===== src/rtl/status_display_if.sv =====
// status_display_if: event/clear/select inputs and hex/LED outputs of status_display.
interface status_display_if #(parameter int NUM_CH = 4);
    logic [NUM_CH-1:0] ev;
    logic              clr;
    logic [2:0]        sel;
    logic [6:0]        hex0, hex1, hex2, hex3, hex4, hex5;
    logic [9:0]        ledr;
    modport master (output ev, clr, sel, input hex0, hex1, hex2, hex3, hex4, hex5, ledr);
    modport slave  (input ev, clr, sel, output hex0, hex1, hex2, hex3, hex4, hex5, ledr);
endinterface


===== src/rtl/status_display.sv =====
// status_display: saturating event counters shown on six hex digits with activity/saturation/heartbeat LEDs.
// Define STATUS_ACT_STRETCH_EN to stretch each activity LED for STRETCH_CYC cycles per event.
module status_display #(
    parameter int NUM_CH      = 4,
    parameter int CNT_W       = 24,
    parameter int REFRESH_CYC = 5000000,
    parameter int STRETCH_CYC = 2500000
) (
    input logic clk,
    input logic reset,
    status_display_if.slave bus
);
    localparam int RW = $clog2(REFRESH_CYC);
    localparam logic [6:0] SEG [16] = '{
        7'b1000000, 7'b1111001, 7'b0100100, 7'b0110000,
        7'b0011001, 7'b0010010, 7'b0000010, 7'b1111000,
        7'b0000000, 7'b0010000, 7'b0001000, 7'b0000011,
        7'b1000110, 7'b0100001, 7'b0000110, 7'b0001110
    };

    logic [CNT_W-1:0]  cnt [NUM_CH];
    logic [NUM_CH-1:0] sat, act;
    logic [RW-1:0]     rc;
    logic [2:0]        sel_q;
    logic [23:0]       snap, cur;
    logic [6:0]        hex [6];
    logic              sat_sel, sat_led, hb, tick, sel_chg, selq_ok;

    assign tick    = rc == RW'(REFRESH_CYC - 1);
    assign sel_chg = bus.sel != sel_q;
    assign selq_ok = 32'(sel_q) < NUM_CH;

    // Out-of-range selections read as zero / not saturated
    always_comb begin
        cur     = '0;
        sat_sel = 1'b0;
        for (int i = 0; i < NUM_CH; i++)
            if (bus.sel == 3'(i)) begin
                cur     = 24'(cnt[i]);
                sat_sel = sat[i];
            end
    end

    always_ff @(posedge clk or posedge reset)
        if (reset) begin
            for (int i = 0; i < NUM_CH; i++) cnt[i] <= '0;
            sat <= '0;
        end else begin
            for (int i = 0; i < NUM_CH; i++)
                if (bus.clr) begin
                    cnt[i] <= '0;
                    sat[i] <= 1'b0;
                end else if (bus.ev[i]) begin
                    if (&cnt[i]) sat[i] <= 1'b1;
                    else cnt[i] <= cnt[i] + 1'b1;
                end
        end

    // A selection change reloads the snapshot at once and restarts the refresh period
    always_ff @(posedge clk or posedge reset)
        if (reset) begin
            rc      <= '0;
            sel_q   <= '0;
            snap    <= '0;
            hb      <= 1'b0;
            sat_led <= 1'b0;
            for (int k = 0; k < 6; k++) hex[k] <= 7'b1000000;
        end else begin
            sel_q   <= bus.sel;
            rc      <= (tick || sel_chg) ? '0 : rc + 1'b1;
            snap    <= (tick || sel_chg) ? cur : snap;
            hb      <= tick ? ~hb : hb;
            sat_led <= sat_sel;
            for (int k = 0; k < 6; k++) hex[k] <= selq_ok ? SEG[snap[4*k +: 4]] : 7'b0111111;
        end

`ifdef STATUS_ACT_STRETCH_EN
    localparam int SW = $clog2(STRETCH_CYC + 1);
    logic [SW-1:0] st [NUM_CH];

    always_ff @(posedge clk or posedge reset)
        if (reset) for (int i = 0; i < NUM_CH; i++) st[i] <= '0;
        else for (int i = 0; i < NUM_CH; i++)
            st[i] <= bus.ev[i] ? SW'(STRETCH_CYC) : (st[i] != '0 ? st[i] - 1'b1 : st[i]);

    always_comb
        for (int i = 0; i < NUM_CH; i++) act[i] = st[i] != '0;
`else
    always_ff @(posedge clk or posedge reset)
        if (reset) act <= '0;
        else act <= bus.ev;
`endif

    assign bus.hex0 = hex[0];
    assign bus.hex1 = hex[1];
    assign bus.hex2 = hex[2];
    assign bus.hex3 = hex[3];
    assign bus.hex4 = hex[4];
    assign bus.hex5 = hex[5];
    assign bus.ledr = {hb, sat_led, 8'(act)};
endmodule


===== src/flat_wrapper.sv =====
// flat-port wrapper written by rule: the top's interface ports become plain ports
module status_display_flat 
#(
    parameter int NUM_CH      = 4,
    parameter int CNT_W       = 24,
    parameter int REFRESH_CYC = 5000000,
    parameter int STRETCH_CYC = 2500000
)
  (clk, reset, bus_ev, bus_clr, bus_sel, bus_hex0, bus_hex1, bus_hex2, bus_hex3, bus_hex4, bus_hex5, bus_ledr);
  status_display_if #(.NUM_CH(NUM_CH)) bus_i ();
  input logic clk;
  input logic reset;
  input wire logic [$bits(bus_i.ev)-1:0] bus_ev;
  input wire logic [$bits(bus_i.clr)-1:0] bus_clr;
  input wire logic [$bits(bus_i.sel)-1:0] bus_sel;
  output wire logic [$bits(bus_i.hex0)-1:0] bus_hex0;
  output wire logic [$bits(bus_i.hex1)-1:0] bus_hex1;
  output wire logic [$bits(bus_i.hex2)-1:0] bus_hex2;
  output wire logic [$bits(bus_i.hex3)-1:0] bus_hex3;
  output wire logic [$bits(bus_i.hex4)-1:0] bus_hex4;
  output wire logic [$bits(bus_i.hex5)-1:0] bus_hex5;
  output wire logic [$bits(bus_i.ledr)-1:0] bus_ledr;
  assign bus_i.ev = bus_ev;
  assign bus_i.clr = bus_clr;
  assign bus_i.sel = bus_sel;
  assign bus_hex0 = bus_i.hex0;
  assign bus_hex1 = bus_i.hex1;
  assign bus_hex2 = bus_i.hex2;
  assign bus_hex3 = bus_i.hex3;
  assign bus_hex4 = bus_i.hex4;
  assign bus_hex5 = bus_i.hex5;
  assign bus_ledr = bus_i.ledr;
  status_display #(.NUM_CH(NUM_CH), .CNT_W(CNT_W), .REFRESH_CYC(REFRESH_CYC), .STRETCH_CYC(STRETCH_CYC)) u_core (.clk(clk), .reset(reset), .bus(bus_i));
endmodule

===== config.mk =====
export PLATFORM = sky130hd
export DESIGN_NAME = status_display_flat
export DESIGN_NICKNAME = d
export VERILOG_FILES = /design/src/rtl/status_display_if.sv /design/src/rtl/status_display.sv /design/src/flat_wrapper.sv
export SDC_FILE = /design/constraint.sdc
export NUM_CORES = 1
export LEC_CHECK = 0
export BUFFER_PORTS_ARGS = -buffer_cell sky130_fd_sc_hd__buf_2
export CORE_ASPECT_RATIO = 1.5
export CORE_UTILIZATION = 25
export DETAILED_ROUTE_END_ITERATION = 7
export GPL_ROUTABILITY_DRIVEN = 0
export HOLD_SLACK_MARGIN = 0.15
export RECOVER_POWER = 100
export SYNTH_ARGS = -nofsm -noshare
export SYNTH_HDL_FRONTEND = slang
export SYNTH_SLANG_ARGS = --single-unit

===== constraint.sdc =====
create_clock -name clk -period 5.75 [get_ports clk]
set_input_delay 0.575 -clock clk [delete_from_list [all_inputs] [get_ports clk]]
set_output_delay 0.575 -clock clk [all_outputs]
set_load 0.005 [all_outputs]

After elaboration in Yosys (flattened, before gate mapping):

Memories as Yosys holds them, arrays and structs flattened.
Index checks and enable logic that the tools add are counted.

* bits in registers: 198
* latch bits: 0
* memory bits (writable): 0
* ROM bits: 672
* logic and storage cells: 127
* memories: 6

Memory list
* (name not given): depth 16, bits a word 7, read ports 1, clocked after Yosys merged registers in 0, write ports 0, line status_display.sv:74 `for (int k = 0; k < 6; k++) hex[k] <= selq_ok ? SEG[snap[4*k +: 4]] : 7'b0111111;`
* (name not given): depth 16, bits a word 7, read ports 1, clocked after Yosys merged registers in 0, write ports 0, line status_display.sv:74
* (name not given): depth 16, bits a word 7, read ports 1, clocked after Yosys merged registers in 0, write ports 0, line status_display.sv:74
* (name not given): depth 16, bits a word 7, read ports 1, clocked after Yosys merged registers in 0, write ports 0, line status_display.sv:74
* (name not given): depth 16, bits a word 7, read ports 1, clocked after Yosys merged registers in 0, write ports 0, line status_display.sv:74
* (name not given): depth 16, bits a word 7, read ports 1, clocked after Yosys merged registers in 0, write ports 0, line status_display.sv:74

* add/subtract/negate cells: 5
* multiply operators: 0
* divide/modulo/power cells: 0
* order comparisons: 7
* equality and inequality tests: 9
* shift-type cells: 0
* multiplexer cells: 51
* bitwise logic cells: 7
* reductions and logical operators: 22

Operator list (count)
* two-way mux 24 bit: 16
* two-way mux 7 bit: 18
* adder 24 x 1 -> 24 bit, second input constant: 4
* AND reduction 24 bit: 4
* greater-or-equal comparator 5 bit, second input constant: 6
* NOT 4 -> 5 bit: 6
* adder 23 x 1 -> 23 bit, second input constant: 1
* == test 23 bit, second input constant: 1
* two-way mux 23 bit: 1
* two-way mux 1 bit: 16
* AND reduction 2 bit: 8
* nonzero test 2 bit: 8
* != test 2 bit, second input constant: 4
* == test 3 x 2 -> 1 bit, second input constant: 2
* == test 3 x 1 -> 1 bit, second input constant: 1
* logical NOT 3 bit: 1
* < comparator 3 bit, second input constant: 1
* != test 3 bit: 1
* logical OR 1 bit: 1
* NOT 1 bit: 1

Depth between registers and ports, before layout:

* depth in word-level cells: 5
* mapped depth: 8
* gate-level depth less buffers: 6

Worst setup path after synthesis:

Ideal clock, no wire load.

* path type: input to register
* start point: in bus_ev[2]
* end point: reg u_core.cnt[47] (netlist bit)
* library setup time: 0.119 ns
* arrival time: 1.988 ns
* required time: 5.631 ns
* slack: 3.643 ns
* cell stages on the path: 6
* path buffers: 1
* path through: clkbuf_1 and3_1 nand2_1 or3_1 o31a_1 o21a_1

* cells in the longest elaborated chain, start to end: 2

Ends and longest elaborated chain
* from (decl): line flat_wrapper.sv:13 `input wire logic [$bits(bus_i.ev)-1:0] bus_ev;`
* nonzero test 2 bit (no line)
* AND reduction 2 bit (no line)
* to (signal, indexed assignment): line status_display.sv:55 `else cnt[i] <= cnt[i] + 1'b1;`
* to (decl): line status_display.sv:21 `logic [CNT_W-1:0] cnt [NUM_CH];`

Every way passes these cells.
A chain may end at the register's enable or synchronous reset.

Final worst setup path:

* start point: in bus_sel[0]
* end point: reg u_core.snap[13]

* cells in the longest elaborated chain, start to end: 5

Ends and longest elaborated chain
* from (decl): line flat_wrapper.sv:15 `input wire logic [$bits(bus_i.sel)-1:0] bus_sel;`
* logical NOT 3 bit: line status_display.sv:38 `if (bus.sel == 3'(i)) begin`
* two-way mux 24 bit (4 in a row): line status_display.sv:38
* to (signal assigned): line status_display.sv:71 `snap <= (tick || sel_chg) ? cur : snap;`
* to (decl): line status_display.sv:25 `logic [23:0] snap, cur;`

Parallel ways exist; a longest one is shown, timed or not.

==> impl_metrics.tcl <==
set metrics [dict create \
    place.detailed.hpwl_mm 20.47 \
    grtUsageMet2_pct 24.04 \
    yosys.cell_count.top_type "dfrtp_1" \
    status "finished with violations" \
    diodes 0 \
    yosys-top-cells-area "dfrtp_1 43%, mux4_2 5.9%, xnor2_1 4.7%" \
    seq_power_share_pct 50.2 \
    worst_path_largest_cell_delay_ns 1.42 \
    crit_slowest_cell "clkbuf_1" \
    dp_worst_setup_slack_ns 3.107 \
    setup_slack_ns 2.302 \
    numClockSinks 198 \
    ys_types 64 \
    p_per_area_nw_per_um2 230.8 \
    synth_cells 1109 \
    ir_drop_mv 0.1375 \
    crit_top_cell "clkbuf_1" \
    start_util_pct 25.32 \
    skew_ns 0.01180 \
    synth_edf_count 0 \
    cp_max_fo 29 \
    grt_pass1_wl_mm 44.90 \
    internal_power_mw 2.189 \
    grt_overflow 0 \
    start_kind "input pin" \
    cts_tree "built" \
    core_area_um2 43870 \
    wire_per_inst_um 15.84 \
    synthAdderAreaFrac_pct 4.619 \
    fp.dieW_um 174.1 \
    grt_busiest_layer "met2" \
    fmax_ghz 0.2900 \
    fin_nets 1184 \
    fin_crit_sh_pct 59.96 \
    synth_top_family_by_area "simple AND/OR/NAND/NOR gates" \
    worst_pin_slew_ns 2.029 \
    yosysSeqAreaShare_pct 44.68 \
    synth_area_per_cell_um2 10.01 \
    critPathRequiredTime_ns 6.04 \
    cts_max_level 4 \
    p_sw_mw 0.6755 \
    relSlewSlack_pct -35.24 \
    drt_iter0_drc 553 \
    path_buf_inv 2 \
    violations "max-capacitance violations, max-slew violations" \
    period_minus_slack_ns 3.448 \
    rsz0062_at_grt "false" \
    cap_violations 5 \
    r2r_cells 6 \
    met1_usage_pct 12.51 \
    worst_setup_path_end_kind "flop" \
    synthDominantCellAreaShare_pct 43.26 \
    cellLeakagePower_nw 4.695 \
    post-route-cell-area_um2 12410 \
    clockBufferDepth 2 \
    p_comb_share_pct 5.4 \
    dpl_cell_area_um2 11900 \
    grt_pass1_vias 8460 \
    die-area_um2 45290 \
    swShare_pct 23.58 \
    hold_viol 0 \
    setup_tns_ns 0 \
    port-buffer-count 57 \
    antenna_found_initial 1 \
    postCtsSetupRepairBufs 0 \
    setup_viol 0 \
    cts.repair.resized 0 \
    path_clk_slew_ns 0.07 \
    synth-seq-cells 198 \
    netlist_area_um2 11110 \
    insertion_delay_ns 0.46 \
    track_usage_pct 12.51 \
    muxShareOfSynthArea_pct 8.157 \
    cp_data_arrival_time_ns 3.74 \
    yosysTopAreaCell "dfrtp_1" \
    synth-xor-area-share_pct 5.915 \
    vias 8437 \
    grtUsageMet3_pct 2.354 \
    synth-simple-area-share_pct 21.56 \
    grt_max_degree 73 \
    drt-vias-per-instance 4.900 \
    root_buffer "clkbuf_16" \
    synth-async-reset-ratio_pct 100.0 \
    rows 94 \
    ys.flop_type "dfrtp_1" \
    ios 62 \
    area_growth_pct 11.73 \
    path_delay_family "buffers and inverters" \
    path_depth 6 \
    fp.dieH_um 260.1 \
    yosys_warnings 0 \
    power_frac_clock_pct 44.4 \
    drive_gt1_share_pct 10.65 \
    synth_compound_area_share_pct 10.97 \
    cts_made_buffers 17 \
    antenna_left 0 \
    hold_class "in2async" \
    drv_slew 186 \
    synth_commonest_cells "192 x dfrtp_1, 131 x nor2_1, 60 x xnor2_1" \
    crit_chain "clkbuf_1, xnor2_1, nand3_1, nand2b_1, clkbuf_1, o21ai_0" \
    drtPass1Iterations 5 \
    cts.hold.buffers_added 0 \
    routed_wl_mm 27.28 \
    drc 0 \
    path_class "in2reg" \
]
-- layout make-up --
| cell class | count | area, um^2 |
|---|---|---|
| sequential | 198 | 4962 |
| tap | 576 | 720.7 |
| timing repair buffer | 66 | 301.5 |
| multi-input combinational | 810 | 5649 |
| clock inverter | 11 | 162.7 |
| fill | 4576 | 31460 |
| clock buffer | 21 | 460.4 |
| inverter | 40 | 151.4 |
-- final timing paths --
kind,start,end,slack [ns]
worst max-delay path,bus_sel[0],u_core.snap[13],2.30
worst min-delay path,reset,u_core.bus.hex2[1],0.38
worst max register to register,u_core.sel_q[2],u_core.snap[13],2.37
worst min register to register,u_core.sat[3],u_core.sat[3],0.51
max in group asynchronous,reset,u_core.cnt[19],3.04
min in group clk,bus_ev[3],u_core.act[3],0.43
-- power groups by stage --
stage	combinational (mW)	clock, mW	sequential, mW
floorplan	0.109	0	1.46
global placement	0.161	0	1.46
detailed placement	0.164	0	1.46
CTS	0.165	1.30	1.44
global route	0.179	1.36	1.44
finish	0.155	1.27	1.44
-- stage by stage --
stage	utilization (%)	hold slack (ns)	cells	total power, mW
6_report	28.28	0.3770	1722	2.864
2_1_floorplan	-	0.4459	1112	1.573
4_1_cts	28.55	0.2021	1722	2.907
5_1_grt	28.28	0.4264	1722	2.980
3_3_place_gp	27.13	0.4903	1690	1.625
3_5_place_dp	27.13	0.4935	1690	1.629
-- worst reg2reg max path: cells and delay by family (launching register included) --
kind | cells | cell delay, ns
buffers and inverters | 2 | 1.97
flip-flops | 1 | 0.32
AND/OR/NAND/NOR | 2 | 0.51
XOR/XNOR | 1 | 0.20
AO/OA/AOI/OAI | 1 | 0.21
-- placed cells by master, fill, tap and decap left out, types with 8 or more instances in the layout --
cell type | Yosys | layout
mux2_2 | 10 | 9
or3b_1 | 16 | 16
or3_1 | 19 | 19
nand2b_1 | 17 | 17
nand2_1 | 56 | 56
clkbuf_16 | 0 | 17
mux2i_1 | 14 | 14
nand3_1 | 45 | 46
and4_1 | 17 | 17
o311ai_0 | 11 | 11
a211oi_1 | 9 | 9
nor3_1 | 21 | 21
dfrtp_1 | 192 | 192
a31oi_1 | 12 | 12
nor2b_1 | 15 | 15
o31ai_1 | 8 | 8
o211ai_1 | 11 | 11
o21ai_0 | 51 | 63
ha_1 | 41 | 41
inv_1 | 40 | 39
clkbuf_1 | 37 | 33
nand4_1 | 31 | 33
nor4_1 | 20 | 22
and3_1 | 14 | 14
mux4_2 | 29 | 29
xor2_1 | 15 | 15
a21oi_1 | 51 | 51
buf_2 | 12 | 30
xnor2_1 | 60 | 60
nor2_1 | 131 | 131
or4_1 | 13 | 13
-- cell families (layout without fill, tap and decap cells) --
group / count (synthesis) / count (layout)
flops: 198 / 198
fa+ha+maj: 41 / 41
mux: 53 / 53
xor+xnor: 75 / 75
compound gates: 193 / 193
simple gates: 444 / 444
other cells: 1 / 4
buf+inv: 104 / 138
-- state kept, by name, indices dropped and copies added (netlist names) --
signal and count:
u_core.cnt 96, u_core.bus.hex0 7, u_core.sel_q 3, u_core.snap 24, u_core.act 4, u_core.hb 1, u_core.bus.hex2 7, u_core.bus.hex4 7
u_core.rc 23, u_core.bus.hex1 7, u_core.sat_led 1, u_core.sat 4, u_core.bus.hex5 7, u_core.bus.hex3 7
-- routing by layer --
| layer | vias to the layer above | wire (um) |
|---|---|---|
| met3 | 54 | 962 |
| met4 | 2 | 1306 |
| met2 | 194 | 14750 |
| met5 | - | 13 |
| li1 | 4041 | - |
| met1 | 4146 | 10250 |
(Power assumes the default switching activity.)
